**src/rtl/delay_timer_multi_if.sv**
```systemverilog
// Control/status bundle between the sequencing FSMs (master) and the
// multi-channel delay timer (slave).
interface delay_timer_multi_if #(
  parameter int CHANNELS = 2,
  parameter int COUNT_W  = 8
);
  logic                        enable;
  logic [CHANNELS-1:0]         start;
  logic [CHANNELS-1:0]         pause;
  logic [CHANNELS-1:0]         mode;
  logic [CHANNELS*COUNT_W-1:0] delay;
  logic [CHANNELS-1:0]         busy;
  logic [CHANNELS-1:0]         done;
  logic [CHANNELS-1:0]         done_pulse;
  logic [CHANNELS*COUNT_W-1:0] remaining;
  logic                        any_done;

  modport master (
    output enable, start, pause, mode, delay,
    input  busy, done, done_pulse, remaining, any_done
  );

  modport slave (
    input  enable, start, pause, mode, delay,
    output busy, done, done_pulse, remaining, any_done
  );
endinterface

```
**src/rtl/delay_timer_multi.sv**
```systemverilog
// Independent per-channel delay timers counting BASIC_PERIOD ticks per unit,
// one-shot (held done) or periodic (auto reload), sharing a global enable.
//
// state  | meaning
// IDLE   | no activity, count and sub at 0
// RUN    | counting down, busy high
// DONE   | one-shot expired, done held until next start or enable low
module delay_timer_multi #(
  parameter int CHANNELS     = 2,
  parameter int COUNT_W      = 8,
  parameter int PERIOD_W     = 20,
  parameter int BASIC_PERIOD = 500000
) (
  input  logic                   clk,
  input  logic                   reset_n,
  delay_timer_multi_if.slave     tif
);

  localparam logic [1:0] S_IDLE = 2'd0;
  localparam logic [1:0] S_RUN  = 2'd1;
  localparam logic [1:0] S_DONE = 2'd2;

  localparam logic [PERIOD_W-1:0] SUB_LAST = PERIOD_W'(BASIC_PERIOD - 1);

  logic [1:0]          r_state  [CHANNELS];
  logic [COUNT_W-1:0]  r_count  [CHANNELS];
  logic [COUNT_W-1:0]  r_reload [CHANNELS];
  logic [PERIOD_W-1:0] r_sub    [CHANNELS];
  logic [CHANNELS-1:0] r_mode;
  logic [CHANNELS-1:0] r_busy;
  logic [CHANNELS-1:0] r_done;
  logic [CHANNELS-1:0] r_pulse;

  logic [COUNT_W-1:0]          w_delay [CHANNELS];
  logic [CHANNELS*COUNT_W-1:0] w_remaining;

  always_comb begin
    w_remaining = '0;
    for (int i = 0; i < CHANNELS; i++) begin
      w_delay[i] = tif.delay[i*COUNT_W +: COUNT_W];
      w_remaining[i*COUNT_W +: COUNT_W] = r_count[i];
    end
  end

  always_ff @(posedge clk or negedge reset_n) begin
    if (!reset_n) begin
      for (int i = 0; i < CHANNELS; i++) begin
        r_state[i]  <= S_IDLE;
        r_count[i]  <= '0;
        r_reload[i] <= '0;
        r_sub[i]    <= '0;
      end
      r_mode  <= '0;
      r_busy  <= '0;
      r_done  <= '0;
      r_pulse <= '0;
    end else if (!tif.enable) begin
      for (int i = 0; i < CHANNELS; i++) begin
        r_state[i]  <= S_IDLE;
        r_count[i]  <= '0;
        r_reload[i] <= '0;
        r_sub[i]    <= '0;
      end
      r_mode  <= '0;
      r_busy  <= '0;
      r_done  <= '0;
      r_pulse <= '0;
    end else begin
      for (int i = 0; i < CHANNELS; i++) begin
        r_pulse[i] <= 1'b0;
        if (tif.start[i]) begin
          // start outranks pause and a coincident expiry
          r_count[i]  <= w_delay[i];
          r_reload[i] <= w_delay[i];
          r_mode[i]   <= tif.mode[i];
          r_sub[i]    <= '0;
          if (w_delay[i] != '0) begin
            r_state[i] <= S_RUN;
            r_busy[i]  <= 1'b1;
            r_done[i]  <= 1'b0;
          end else begin
            r_state[i] <= S_DONE;
            r_busy[i]  <= 1'b0;
            r_done[i]  <= 1'b1;
            r_pulse[i] <= 1'b1;
          end
        end else if (r_state[i] == S_RUN && !tif.pause[i]) begin
          if (r_sub[i] != SUB_LAST) begin
            r_sub[i] <= r_sub[i] + PERIOD_W'(1);
          end else begin
            r_sub[i] <= '0;
            if (r_count[i] == COUNT_W'(1)) begin
              r_pulse[i] <= 1'b1;
              if (r_mode[i]) begin
                r_count[i] <= r_reload[i];
              end else begin
                r_count[i] <= '0;
                r_state[i] <= S_DONE;
                r_busy[i]  <= 1'b0;
                r_done[i]  <= 1'b1;
              end
            end else begin
              r_count[i] <= r_count[i] - COUNT_W'(1);
            end
          end
        end
      end
    end
  end

  assign tif.busy       = r_busy;
  assign tif.done       = r_done;
  assign tif.done_pulse = r_pulse;
  assign tif.remaining  = w_remaining;
  assign tif.any_done   = |r_done;

endmodule

```
**src/flat_wrapper.sv**
```systemverilog
// flat-port wrapper written by rule: the top's interface ports become plain ports
module delay_timer_multi_flat 
#(
  parameter int CHANNELS     = 2,
  parameter int COUNT_W      = 8,
  parameter int PERIOD_W     = 20,
  parameter int BASIC_PERIOD = 500000
)
  (clk, reset_n, tif_enable, tif_start, tif_pause, tif_mode, tif_delay, tif_busy, tif_done, tif_done_pulse, tif_remaining, tif_any_done);
  delay_timer_multi_if #(.CHANNELS(CHANNELS), .COUNT_W(COUNT_W)) tif_i ();
  input  logic clk;
  input  logic reset_n;
  input wire logic [$bits(tif_i.enable)-1:0] tif_enable;
  input wire logic [$bits(tif_i.start)-1:0] tif_start;
  input wire logic [$bits(tif_i.pause)-1:0] tif_pause;
  input wire logic [$bits(tif_i.mode)-1:0] tif_mode;
  input wire logic [$bits(tif_i.delay)-1:0] tif_delay;
  output wire logic [$bits(tif_i.busy)-1:0] tif_busy;
  output wire logic [$bits(tif_i.done)-1:0] tif_done;
  output wire logic [$bits(tif_i.done_pulse)-1:0] tif_done_pulse;
  output wire logic [$bits(tif_i.remaining)-1:0] tif_remaining;
  output wire logic [$bits(tif_i.any_done)-1:0] tif_any_done;
  assign tif_i.enable = tif_enable;
  assign tif_i.start = tif_start;
  assign tif_i.pause = tif_pause;
  assign tif_i.mode = tif_mode;
  assign tif_i.delay = tif_delay;
  assign tif_busy = tif_i.busy;
  assign tif_done = tif_i.done;
  assign tif_done_pulse = tif_i.done_pulse;
  assign tif_remaining = tif_i.remaining;
  assign tif_any_done = tif_i.any_done;
  delay_timer_multi #(.CHANNELS(CHANNELS), .COUNT_W(COUNT_W), .PERIOD_W(PERIOD_W), .BASIC_PERIOD(BASIC_PERIOD)) u_core (.clk(clk), .reset_n(reset_n), .tif(tif_i));
endmodule
```
**config.mk**
```make
export PLATFORM = sky130hd
export DESIGN_NAME = delay_timer_multi_flat
export DESIGN_NICKNAME = d
export VERILOG_FILES = /design/src/rtl/delay_timer_multi_if.sv /design/src/rtl/delay_timer_multi.sv /design/src/flat_wrapper.sv
export SDC_FILE = /design/constraint.sdc
export NUM_CORES = 1
export LEC_CHECK = 0
export ABC_AREA = 1
export BUFFER_PORTS_ARGS = -buffer_cell sky130_fd_sc_hd__buf_2
export CAP_MARGIN = 30
export CORE_ASPECT_RATIO = 1.25
export CORE_MARGIN = 1
export CORE_UTILIZATION = 54
export CTS_CLUSTER_DIAMETER = 80
export DETAILED_ROUTE_END_ITERATION = 16
export PLACE_DENSITY = 0.74
export SYNTH_ARGS = -nofsm -noshare
export SYNTH_HDL_FRONTEND = slang
export SYNTH_SLANG_ARGS = --single-unit
```
**constraint.sdc**
```tcl
create_clock -name clk -period 1.4 [get_ports clk]
set_input_delay 0.14 -clock clk [delete_from_list [all_inputs] [get_ports clk]]
set_output_delay 0.14 -clock clk [all_outputs]
set_load 0.03 [all_outputs]
```
==> impl_metrics.tcl <==
set metrics [dict create \
    power_frac_clock_pct 31.4 \
    combinationalPowerShare_pct 27.1 \
    hp-class "primary input to register" \
    track_usage_pct 30.7 \
    route.layer.met1.wl_mm 5.95 \
    synth_seq_cells 80 \
    start_util_pct 55.5 \
    p_int_mw 4.15 \
    slowest_stage "dfrtp_1" \
    coreArea_um2 8700 \
    hold_viol_final 0 \
    dp.cells 922 \
    worstPathMaxFanout 4 \
    drt_wl_total_mm 14.8 \
    period_needed_ns 1.70 \
    cts_buffers 9 \
    nets 863 \
    p_leak_nw 3.30 \
    via_count 5249 \
    worst_slack_ns -0.298 \
    dieArea_um2 9330 \
    clock_latency_ns 0.38 \
    grt_pass1_vias 4973 \
    n_antenna_cell 0 \
    io_buffers 47 \
    hpwl_mm 9.84 \
    crit_arrival_ns 1.95 \
    layout-drive-gt1-share_pct 36.8 \
    fmax_mhz 589 \
    synthFlopType "dfrtp_1" \
    top_layer_used "met4" \
    ys_seq_area_share_pct 41.4 \
    setup_viol 60 \
    grt_max_degree 33 \
    post_drt_wl_per_cell_um 15.5 \
    avgSynthCellArea_um2 7.24 \
    crit_top_cell "nor2_1" \
    firstDrtPassIters 5 \
    clock_path_buffers 2 \
    worstHoldStart "tif_mode[0]" \
    reg2reg_to "u_core.r_sub[19]" \
    final_cells 957 \
    cts.sinks 80 \
    switching_power_mw 1.98 \
    violations "setup timing" \
    r2r_cells 10 \
    place.gp.congestion 0.900 \
    syn_area_um2 4830 \
    area_growth_pct 41.1 \
    drc 0 \
    peakVddDrop_v 0.000822 \
    globalRouteOverflowTotal 0 \
    grt_pass1_wl_mm 22.1 \
    dieWidth_um 86.6 \
    cts_htree_levels 3 \
    rsz0062_at_grt "yes" \
    cts_root_buffer "clkbuf_8" \
    syn_inst 667 \
    clk_pin_slew_ns 0.08 \
    cap_violations 0 \
    stdcell_area_um2 6820 \
    place_area_um2 6020 \
    fin_total_pwr_mw 6.13 \
    period_share_pct 121 \
    die-height_um 108 \
    timing.setup.tns_ns -9.30 \
    hold-worst-slack_ns 0.0489 \
    worstSetupPathType "register to register" \
    core.rowCount 38 \
    outcome "finished with violations" \
    power_switching_share_pct 32.4 \
    cp-start-kind "register" \
    tightest_slew_ns 0.406 \
    antenna_found_initial 0 \
    synth_edf_count 0 \
    p_seq_share_pct 41.5 \
    min_to "u_core.r_mode[0]" \
    ys_warn_count 0 \
    fillCellCount 587 \
    wl_met2_mm 7.58 \
    synth_cell_types 37 \
    critical_path.max_stage_delay_ns 0.45 \
    holdPathStages 3 \
    slew_headroom_pct 72.7 \
    drtIter0Drc 384 \
    finClkSkew_ns 0.0144 \
    cts_tree "built" \
    viasPerCell 5.48 \
    num_io_pins 48 \
    synthArstFlopShare_pct 100 \
    ant_nets 0 \
    reg2reg_from "u_core.r_sub[8]" \
    finalMaxSlewViolations 0 \
    endpoint_kind "register" \
    cp.required_ns 1.65 \
    worstPathCellList "inv_1 > nor2_1 > nand2_1 > nor2_2 > nand3_4 > buf_12 > nand3_4 > nor2_2 > nor2_1 > nor2_1" \
    dr_wl_met3_um 639 \
    ff2ff_setup_slack_ns -0.30 \
    syn_nets 698 \
    p_per_area_nw_per_um2 899 \
]
## synthesized netlist by cell type (2+ instances only)
library cell | count | area (µm²)
o22ai_1 | 2 | 12.5
nor2_4 | 7 | 78.8
inv_1 | 69 | 259
nand2_2 | 5 | 31.3
buf_6 | 3 | 33.8
o21ai_0 | 31 | 155
buf_2 | 6 | 30.0
or2_2 | 2 | 12.5
nand4_1 | 12 | 75.1
a31oi_1 | 3 | 18.8
nor3_4 | 2 | 32.5
nand3_1 | 54 | 270
inv_2 | 5 | 18.8
nor2_1 | 106 | 398
nor3_1 | 13 | 65.1
buf_4 | 4 | 30.0
a21boi_0 | 2 | 15.0
xnor2_1 | 4 | 35.0
buf_1 | 2 | 7.51
o21a_1 | 10 | 75.1
nand2_1 | 169 | 634
nor2_2 | 6 | 37.5
nand2_4 | 2 | 22.5
nand3b_1 | 5 | 37.5
o211ai_1 | 4 | 30.0
xor2_1 | 14 | 123
ha_1 | 6 | 75.1
o21bai_1 | 3 | 22.5
nand3_2 | 2 | 20.0
o21ai_1 | 3 | 15.0
clkbuf_1 | 4 | 15.0
dfrtp_1 | 80 | 2000
a21oi_1 | 23 | 115
## cells by family (layout without fill, tap and decap cells)
| family | count (synthesis) | after routing | synth area share [%] |
|---|---|---|---|
| compound gates | 83 | 83 | 9.87 |
| flops | 80 | 80 | 41.4 |
| xor+xnor | 18 | 18 | 3.26 |
| simple gates | 386 | 386 | 35.7 |
| buf+inv | 94 | 264 | 8.23 |
| fa+ha+maj | 6 | 6 | 1.55 |
## worst max-delay path, delay by kind of cell (launching register included)
family / cells / cell delay (ns)
AND/OR/NAND/NOR: 8 / 0.90
flip-flops: 1 / 0.45
buffers and inverters: 2 / 0.22
## registers in the layout (all words and copies together), names as in the netlist
name,flops
u_core.r_mode,2
u_core.tif.done,1
u_core.tif.remaining,16
u_core.r_sub,40
u_core.r_state,2
u_core.tif.done_pulse,2
u_core.r_reload,16
u_core.tif.busy,1
## power by group through the flow
stage / clock [mW] / sequential [mW] / combinational (mW)
after floorplan: 0 / 2.76 / 0.699
after global placement: 0 / 2.58 / 1.43
after detailed placement: 0 / 2.58 / 1.46
after CTS: 1.95 / 2.54 / 1.53
after global routing: 2.05 / 2.55 / 1.81
final: 1.92 / 2.54 / 1.66
## cell type report
class,instances,area (µm²),share of cell area [%]
clock buffers,12,145,2.13
well taps,120,150,2.20
multi-input cells,493,2790,41.0
flip-flops and latches,80,2020,29.6
clock inverters,4,70.1,1.03
inverters,75,297,4.35
repair inverters,1,16.3,0.238
repair buffers,172,1330,19.5
## metal layers
layer  track usage [%]  vias up
met5                 0        -
met4              18.0        0
met3              4.37       74
met2              53.1      193
met1              35.8     2513
li1                  -     2469
## placed cells by master (no fill, tap or decap), types with 3 or more instances in the layout
| master | n |
|---|---|
| a21oi_1 | 21 |
| buf_12 | 7 |
| buf_2 | 47 |
| buf_4 | 105 |
| buf_6 | 10 |
| clkbuf_8 | 10 |
| dfrtp_1 | 66 |
| dfrtp_2 | 14 |
| ha_1 | 3 |
| inv_1 | 64 |
| inv_2 | 8 |
| nand2_1 | 152 |
| nand2_2 | 18 |
| nand2_4 | 5 |
| nand3_1 | 44 |
| nand3_2 | 8 |
| nand3_4 | 4 |
| nand3b_1 | 5 |
| nand4_1 | 12 |
| nor2_1 | 83 |
| nor2_2 | 21 |
| nor2_4 | 15 |
| nor3_1 | 7 |
| nor3_2 | 5 |
| nor3_4 | 3 |
| o211ai_1 | 4 |
| o21a_1 | 10 |
| o21ai_0 | 21 |
| o21ai_1 | 7 |
| o21ai_2 | 6 |
| o21bai_1 | 3 |
| xnor2_1 | 4 |
| xor2_1 | 12 |
## worst max-delay path by stage
stage          slack (ns)                  endpoint  cells after the start        startpoint
2_1_floorplan       -0.06  u_core.tif.remaining[10]                     11   u_core.r_sub[0]
3_3_place_gp        -0.12          u_core.r_sub[38]                     10  u_core.r_sub[21]
3_5_place_dp        -0.18          u_core.r_sub[33]                      8  u_core.r_sub[21]
4_1_cts             -0.14  u_core.tif.remaining[14]                     12   u_core.r_sub[0]
5_1_grt             -0.42          u_core.r_sub[19]                     10   u_core.r_sub[8]
6_report            -0.30          u_core.r_sub[19]                     10   u_core.r_sub[8]
## metrics by stage
stage	setup slack, ns	util, %
6_report	-0.298	78.4
5_1_grt	-0.424	78.4
4_1_cts	-0.138	73.9
3_5_place_dp	-0.181	69.2
3_3_place_gp	-0.116	69.2
2_1_floorplan	-0.0640	-
## timing repair
| item | in CTS | in global routing |
|---|---|---|
| hold buffers | 1 | 0 |
| resized for setup | 34 | 82 |
| hold endpoints to repair | 80 | 0 |
| setup buffers | 5 | 10 |
| endpoints found under the setup margin | 61 | 62 |
| pin swaps | 9 | 19 |
| gates cloned | 2 | 1 |
Note: power is estimated with default switching activity, not from simulation.
